**config.mk**
```make
export PLATFORM = sky130hd
export DESIGN_NAME = imem_boot_loader
export DESIGN_NICKNAME = d
export VERILOG_FILES = /design/src/rtl/imem_boot_loader_pkg.sv /design/src/rtl/imem_boot_loader_release_ctr.sv /design/src/rtl/imem_boot_loader.sv
export SDC_FILE = /design/constraint.sdc
export NUM_CORES = 1
export LEC_CHECK = 0
export ABC_CLOCK_PERIOD_IN_PS = 1800
export CAP_MARGIN = 20
export CORE_MARGIN = 5
export CORE_UTILIZATION = 39
export CTS_CLUSTER_DIAMETER = 200
export DETAILED_ROUTE_END_ITERATION = 8
export PLACE_DENSITY = 0.76
export RECOVER_POWER = 100
export SLEW_MARGIN = 0
export SYNTH_ARGS = -nofsm -noshare
export SYNTH_HDL_FRONTEND = slang
export SYNTH_SLANG_ARGS = --single-unit
```
**constraint.sdc**
```tcl
create_clock -name clk -period 1.8 [get_ports clk]
set_input_delay 0.18 -clock clk [delete_from_list [all_inputs] [get_ports clk]]
set_output_delay 0.18 -clock clk [all_outputs]
set_load 0.1 [all_outputs]
```
**src/rtl/imem_boot_loader_pkg.sv**
```systemverilog
// Shared types and constants for the instruction-memory boot loader.
package imem_boot_loader_pkg;

  localparam int unsigned INSTR_W = 32;
  localparam logic [INSTR_W-1:0] NOP_INSTR = 32'h0000_0013;

  typedef enum logic [2:0] {
    IDLE    = 3'd0,
    LOAD    = 3'd1,
    FLUSH   = 3'd2,
    RELEASE = 3'd3,
    RUN     = 3'd4,
    ERR     = 3'd5
  } loader_state_e;

  // Byte address of word slot 'slot' relative to 'base', wrapping modulo 2^32.
  function automatic logic [31:0] slot_addr(input logic [31:0] base, input logic [31:0] slot);
    return base + {slot[29:0], 2'b00};
  endfunction

endpackage

```
**src/rtl/imem_boot_loader_release_ctr.sv**
```systemverilog
// Loadable down-counter with a zero flag; times the core-reset release delay.
module loader_release_ctr #(
  parameter int unsigned W = 4
) (
  input  logic         clk,
  input  logic         rst,
  input  logic         load_i,
  input  logic         tick_i,
  input  logic [W-1:0] val_i,
  output logic         zero_o
);

  logic [W-1:0] cnt_q, cnt_d;

  always_comb begin
    cnt_d = cnt_q;
    if (load_i) begin
      cnt_d = val_i;
    end else if (tick_i && (cnt_q != '0)) begin
      cnt_d = cnt_q - 1'b1;
    end
  end

  always_ff @(posedge clk) begin
    if (rst) begin
      cnt_q <= '0;
    end else begin
      cnt_q <= cnt_d;
    end
  end

  assign zero_o = (cnt_q == '0);

endmodule

```
**src/rtl/imem_boot_loader.sv**
```systemverilog
// Streams instruction words into instruction memory and holds the core in
// reset until the last word is written plus a fixed release delay.
module imem_boot_loader
  import imem_boot_loader_pkg::*;
#(
  parameter int unsigned DEPTH_W     = 10,
  parameter logic [31:0] BASE_ADDR   = 32'h0000_0000,
  parameter int unsigned RELEASE_DLY = 4
) (
  input  logic               clk,
  input  logic               rst,
  input  logic               load_start,
  input  logic               in_valid,
  input  logic [INSTR_W-1:0] in_data,
  input  logic               in_last,
  output logic               in_ready,
  output logic               imem_we,
  output logic [31:0]        imem_addr,
  output logic [INSTR_W-1:0] imem_wdata,
  output logic               core_rst,
  output logic               busy,
  output logic               done,
  output logic               err,
  output logic [DEPTH_W:0]   word_count
);

  localparam logic [DEPTH_W:0] FULL_CNT = {1'b1, {DEPTH_W{1'b0}}};

  loader_state_e      state_q, state_d;
  logic               in_ready_q, in_ready_d;
  logic               we_q, we_d;
  logic [31:0]        addr_q, addr_d;
  logic [INSTR_W-1:0] wdata_q, wdata_d;
  logic               core_rst_q, core_rst_d;
  logic               busy_q, busy_d;
  logic               done_q, done_d;
  logic               err_q, err_d;
  logic [DEPTH_W:0]   cnt_q, cnt_d;

  logic accept;
  logic ctr_load, ctr_tick, ctr_zero;

  // in_ready_q is only ever high in LOAD, so it alone qualifies acceptance.
  assign accept = in_valid && in_ready_q;

  loader_release_ctr #(
    .W(4)
  ) u_release_ctr (
    .clk    (clk),
    .rst    (rst),
    .load_i (ctr_load),
    .tick_i (ctr_tick),
    .val_i  (4'(RELEASE_DLY)),
    .zero_o (ctr_zero)
  );

  always_comb begin
    state_d  = state_q;
    cnt_d    = cnt_q;
    we_d     = 1'b0;
    addr_d   = addr_q;
    wdata_d  = wdata_q;
    ctr_load = 1'b0;
    ctr_tick = 1'b0;

    unique case (state_q)
      IDLE, RUN, ERR: begin
        if (load_start) begin
          state_d = LOAD;
          cnt_d   = '0;
        end
      end
      LOAD: begin
        if (accept) begin
          if (cnt_q == FULL_CNT) begin
            state_d = ERR;
          end else begin
            we_d    = 1'b1;
            addr_d  = slot_addr(BASE_ADDR, 32'(cnt_q));
            wdata_d = in_data;
            cnt_d   = cnt_q + 1'b1;
            if (in_last) state_d = FLUSH;
          end
        end
      end
      FLUSH: begin
        state_d  = RELEASE;
        ctr_load = 1'b1;
      end
      RELEASE: begin
        if (ctr_zero) state_d = RUN;
        else          ctr_tick = 1'b1;
      end
      default: state_d = IDLE;
    endcase

    // Status outputs are registered views of the state being entered.
    in_ready_d = (state_d == LOAD);
    core_rst_d = (state_d != RUN);
    busy_d     = (state_d == LOAD) || (state_d == FLUSH) || (state_d == RELEASE);
    done_d     = (state_d == RUN);
    err_d      = (state_d == ERR);
  end

  always_ff @(posedge clk) begin
    if (rst) begin
      state_q    <= IDLE;
      in_ready_q <= 1'b0;
      we_q       <= 1'b0;
      addr_q     <= BASE_ADDR;
      wdata_q    <= '0;
      core_rst_q <= 1'b1;
      busy_q     <= 1'b0;
      done_q     <= 1'b0;
      err_q      <= 1'b0;
      cnt_q      <= '0;
    end else begin
      state_q    <= state_d;
      in_ready_q <= in_ready_d;
      we_q       <= we_d;
      addr_q     <= addr_d;
      wdata_q    <= wdata_d;
      core_rst_q <= core_rst_d;
      busy_q     <= busy_d;
      done_q     <= done_d;
      err_q      <= err_d;
      cnt_q      <= cnt_d;
    end
  end

  assign in_ready   = in_ready_q;
  assign imem_we    = we_q;
  assign imem_addr  = addr_q;
  assign imem_wdata = wdata_q;
  assign core_rst   = core_rst_q;
  assign busy       = busy_q;
  assign done       = done_q;
  assign err        = err_q;
  assign word_count = cnt_q;

endmodule

```
==> results.cfg <==
[run_status]
status = complete, but fails checks
violations = setup timing

[logic_synthesis]
seq_area_frac_synth = 0.4487
avgSynthCellArea_um2 = 8.468
syn_inst = 353
ys_ff_latch = 67
async_flop_share = 0
synth.distinct_cells = 42
synth-edff-count = 0
yosys_warnings = 0
synth.cell_area_mm2 = 0.002989
ys_dominant_reg_cell = dfxtp_1

[global_route]
grtUsageTotal = 0.1757
grt_first_pass_wirelength_um = 14000
grt_max_degree = 45
antenna_found_initial = 0
globalRouteOverflowTotal = 0
grt_pass1_vias = 2916

[placement]
placed_area_mm2 = 0.004121
dp_hpwl_um = 5977
place_congestion = 0.8417
placed_cells_incl_taps = 562
dp_slack_ns = -0.1833
io_buffers = 96

[sta]
slew_viol_final = 0
final.min_clock_period_ns = 1.868
worst_slew_pin_slew_ns = 0.5763
relSlewSlack = 0.6174
finalHoldViolCount = 0
rsz0062_at_grt = true
max_freq_ghz = 0.5353
setup_ws_ns = -0.06823
setup_viol = 35
fin_crit_sh = 1.038
fin_skew_ns = 0.01305

[critical_path]
worstSetupEndpointType = flip-flop
cp_cell_sequence = or4_4, buf_6, a2111oi_4, buf_4, nor4_2, mux2i_1
crit_path_max_incr_delay_ns = 0.53
cp.arrival_ns = 2.07
setup.worst_path.start_class = flip-flop
worstPathRequired_ns = 2.00
worst-path-buf-inv = 2
crit_start = word_count[2]$_SDFFE_PP0P_
crit_fanout = 5
r2r_start = word_count[2]$_SDFFE_PP0P_
crit_type = flip-flop to flip-flop
cp_slowest_cell = or4_4
critPathTopFamily = simple AND/OR/NAND/NOR gates

[clocking]
cts_buffers = 9
clk_path_buf_depth = 2
clk_latency_ns = 0.33
cts_tree = built
cts_root_buf = clkbuf_8
htree_levels = 3
clock_sinks = 67
clk_pin_slew_ns = 0.07
postCtsHoldBufs = 0

[min_path]
hold_path_class = primary input to flip-flop
hp-start = rst

[route]
vias_per_cell = 5.010
drt_pass1_iterations = 4
wirelength_um = 8524
drt_iter0_markers = 139
drc = 0
wire_per_inst_um = 14.62
ant_nets = 0
routed-via-count = 2921

[power]
p_per_area_mw_per_mm2 = 785.1
total_leakage_power_nw = 1.717
p_total_w = 0.003474
ir_worst_vdd_mv = 0.4080

[floorplan]
num_rows = 32
initial_core_util = 0.3929
dieArea_mm2 = 0.009515
die_w_um = 97.55
top_level_ports = 118
die_h_um = 97.55
core_area_mm2 = 0.007607

[finish]
drive_above_1_share = 0.3430
stdcell_area_mm2 = 0.004424
final_common_cell = clkbuf_2
n_antenna_cell = 0
layout_common_cells = clkbuf_2, dfxtp_1, a21oi_1
fin_nets = 517
syn_to_final_growth_pct = 48.01
instances_no_fill = 583

[flow_run]
cap_violations = 0
-- sequential cells by signal, indices dropped and copies added, names as in the netlist --
register and flops:
word_count 11, in_ready 1, imem_wdata 32, busy 1, done 1, state_q 3
imem_we 1, u_release_ctr.cnt_q 4, core_rst 1, imem_addr 11, err 1
-- synthesized netlist by cell type, drive strengths merged, types with 5 or more instances --
cell type | n | area [um^2]
a21oi | 49 | 245.2
buf | 28 | 193.9
clkbuf | 20 | 76.32
dfxtp | 67 | 1341
inv | 6 | 22.52
mux2i | 8 | 80.08
nand2 | 20 | 75.07
nand2b | 10 | 62.56
nand3 | 41 | 205.2
nor2 | 7 | 26.28
nor3 | 5 | 30.03
nor4 | 9 | 56.30
o21ai | 44 | 220.2
-- area by class of cell --
class / instances / area [um^2]
multi-input combinational: 252 / 1582
tap: 102 / 127.6
clock inverter: 3 / 22.52
timing repair buffer: 140 / 1089
sequential: 67 / 1379
clock buffer: 13 / 202.7
fill: 717 / 3183
inverter: 6 / 22.52
-- stage by stage --
| stage | hold WS (ns) | TNS [ns] | utilization |
|---|---|---|---|
| 3_5_place_dp | 0.4680 | -4.685 | 0.5418 |
| 2_1_floorplan | 0.3277 | -10.52 | - |
| 5_1_grt | 0.2768 | -4.687 | 0.5816 |
| 6_report | 0.2734 | -0.9950 | 0.5816 |
| 3_3_place_gp | 0.4603 | -2.983 | 0.5418 |
| 4_1_cts | 0.2550 | -0.5605 | 0.5896 |
-- power by group --
part | switching, W | total [W] | leakage, nW | internal (W)
logic | 0.000477 | 0.000623 | 1.05 | 0.000147
clock network | 0.000584 | 0.00134 | 0.115 | 0.000759
registers | 0.0000128 | 0.00151 | 0.550 | 0.00149
-- timing repair --
action / in CTS / in global routing
buffers inserted: 3 / 0
resized for setup: 28 / 50
cloned: 2 / 0
pin swaps: 28 / 21
endpoints found under the setup margin: 60 / 61
-- final timing paths --
check                                 to  slack (ns)  depth (start not counted)
max          word_count[10]$_SDFFE_PP0P_       -0.07                          6
min                state_q[0]$_SDFF_PP0_        0.27                          2
max reg2reg  word_count[10]$_SDFFE_PP0P_       -0.07                          6
min reg2reg  imem_wdata[28]$_SDFFE_PP0P_        0.46                          2
-- routing by layer --
| layer | global-route usage | vias up | part of all wire |
|---|---|---|---|
| met1 | 0.2071 | 1379 | 0.41 |
| met5 | 0 | - | 0 |
| met3 | 0.05887 | 2 | 0.070 |
| li1 | - | 1462 | - |
| met2 | 0.3015 | 78 | 0.52 |
| met4 | 0.05325 | 0 | 0.0016 |
-- logic make-up (layout without fill, tap and decap cells) --
kind of cell | after synthesis | count (layout) | synth area share
adder cells (fa/ha/maj) | 4 | 4 | 0.01674
AO/OA/AOI/OAI | 104 | 104 | 0.1926
multiplexers | 8 | 8 | 0.02679
AND/OR/NAND/NOR | 112 | 112 | 0.2072
buffers and inverters | 54 | 162 | 0.09795
other | 1 | 21 | 0.001255
XOR/XNOR | 3 | 3 | 0.008792
flip-flops | 67 | 67 | 0.4487
Note: power is estimated with default switching activity, not from simulation.
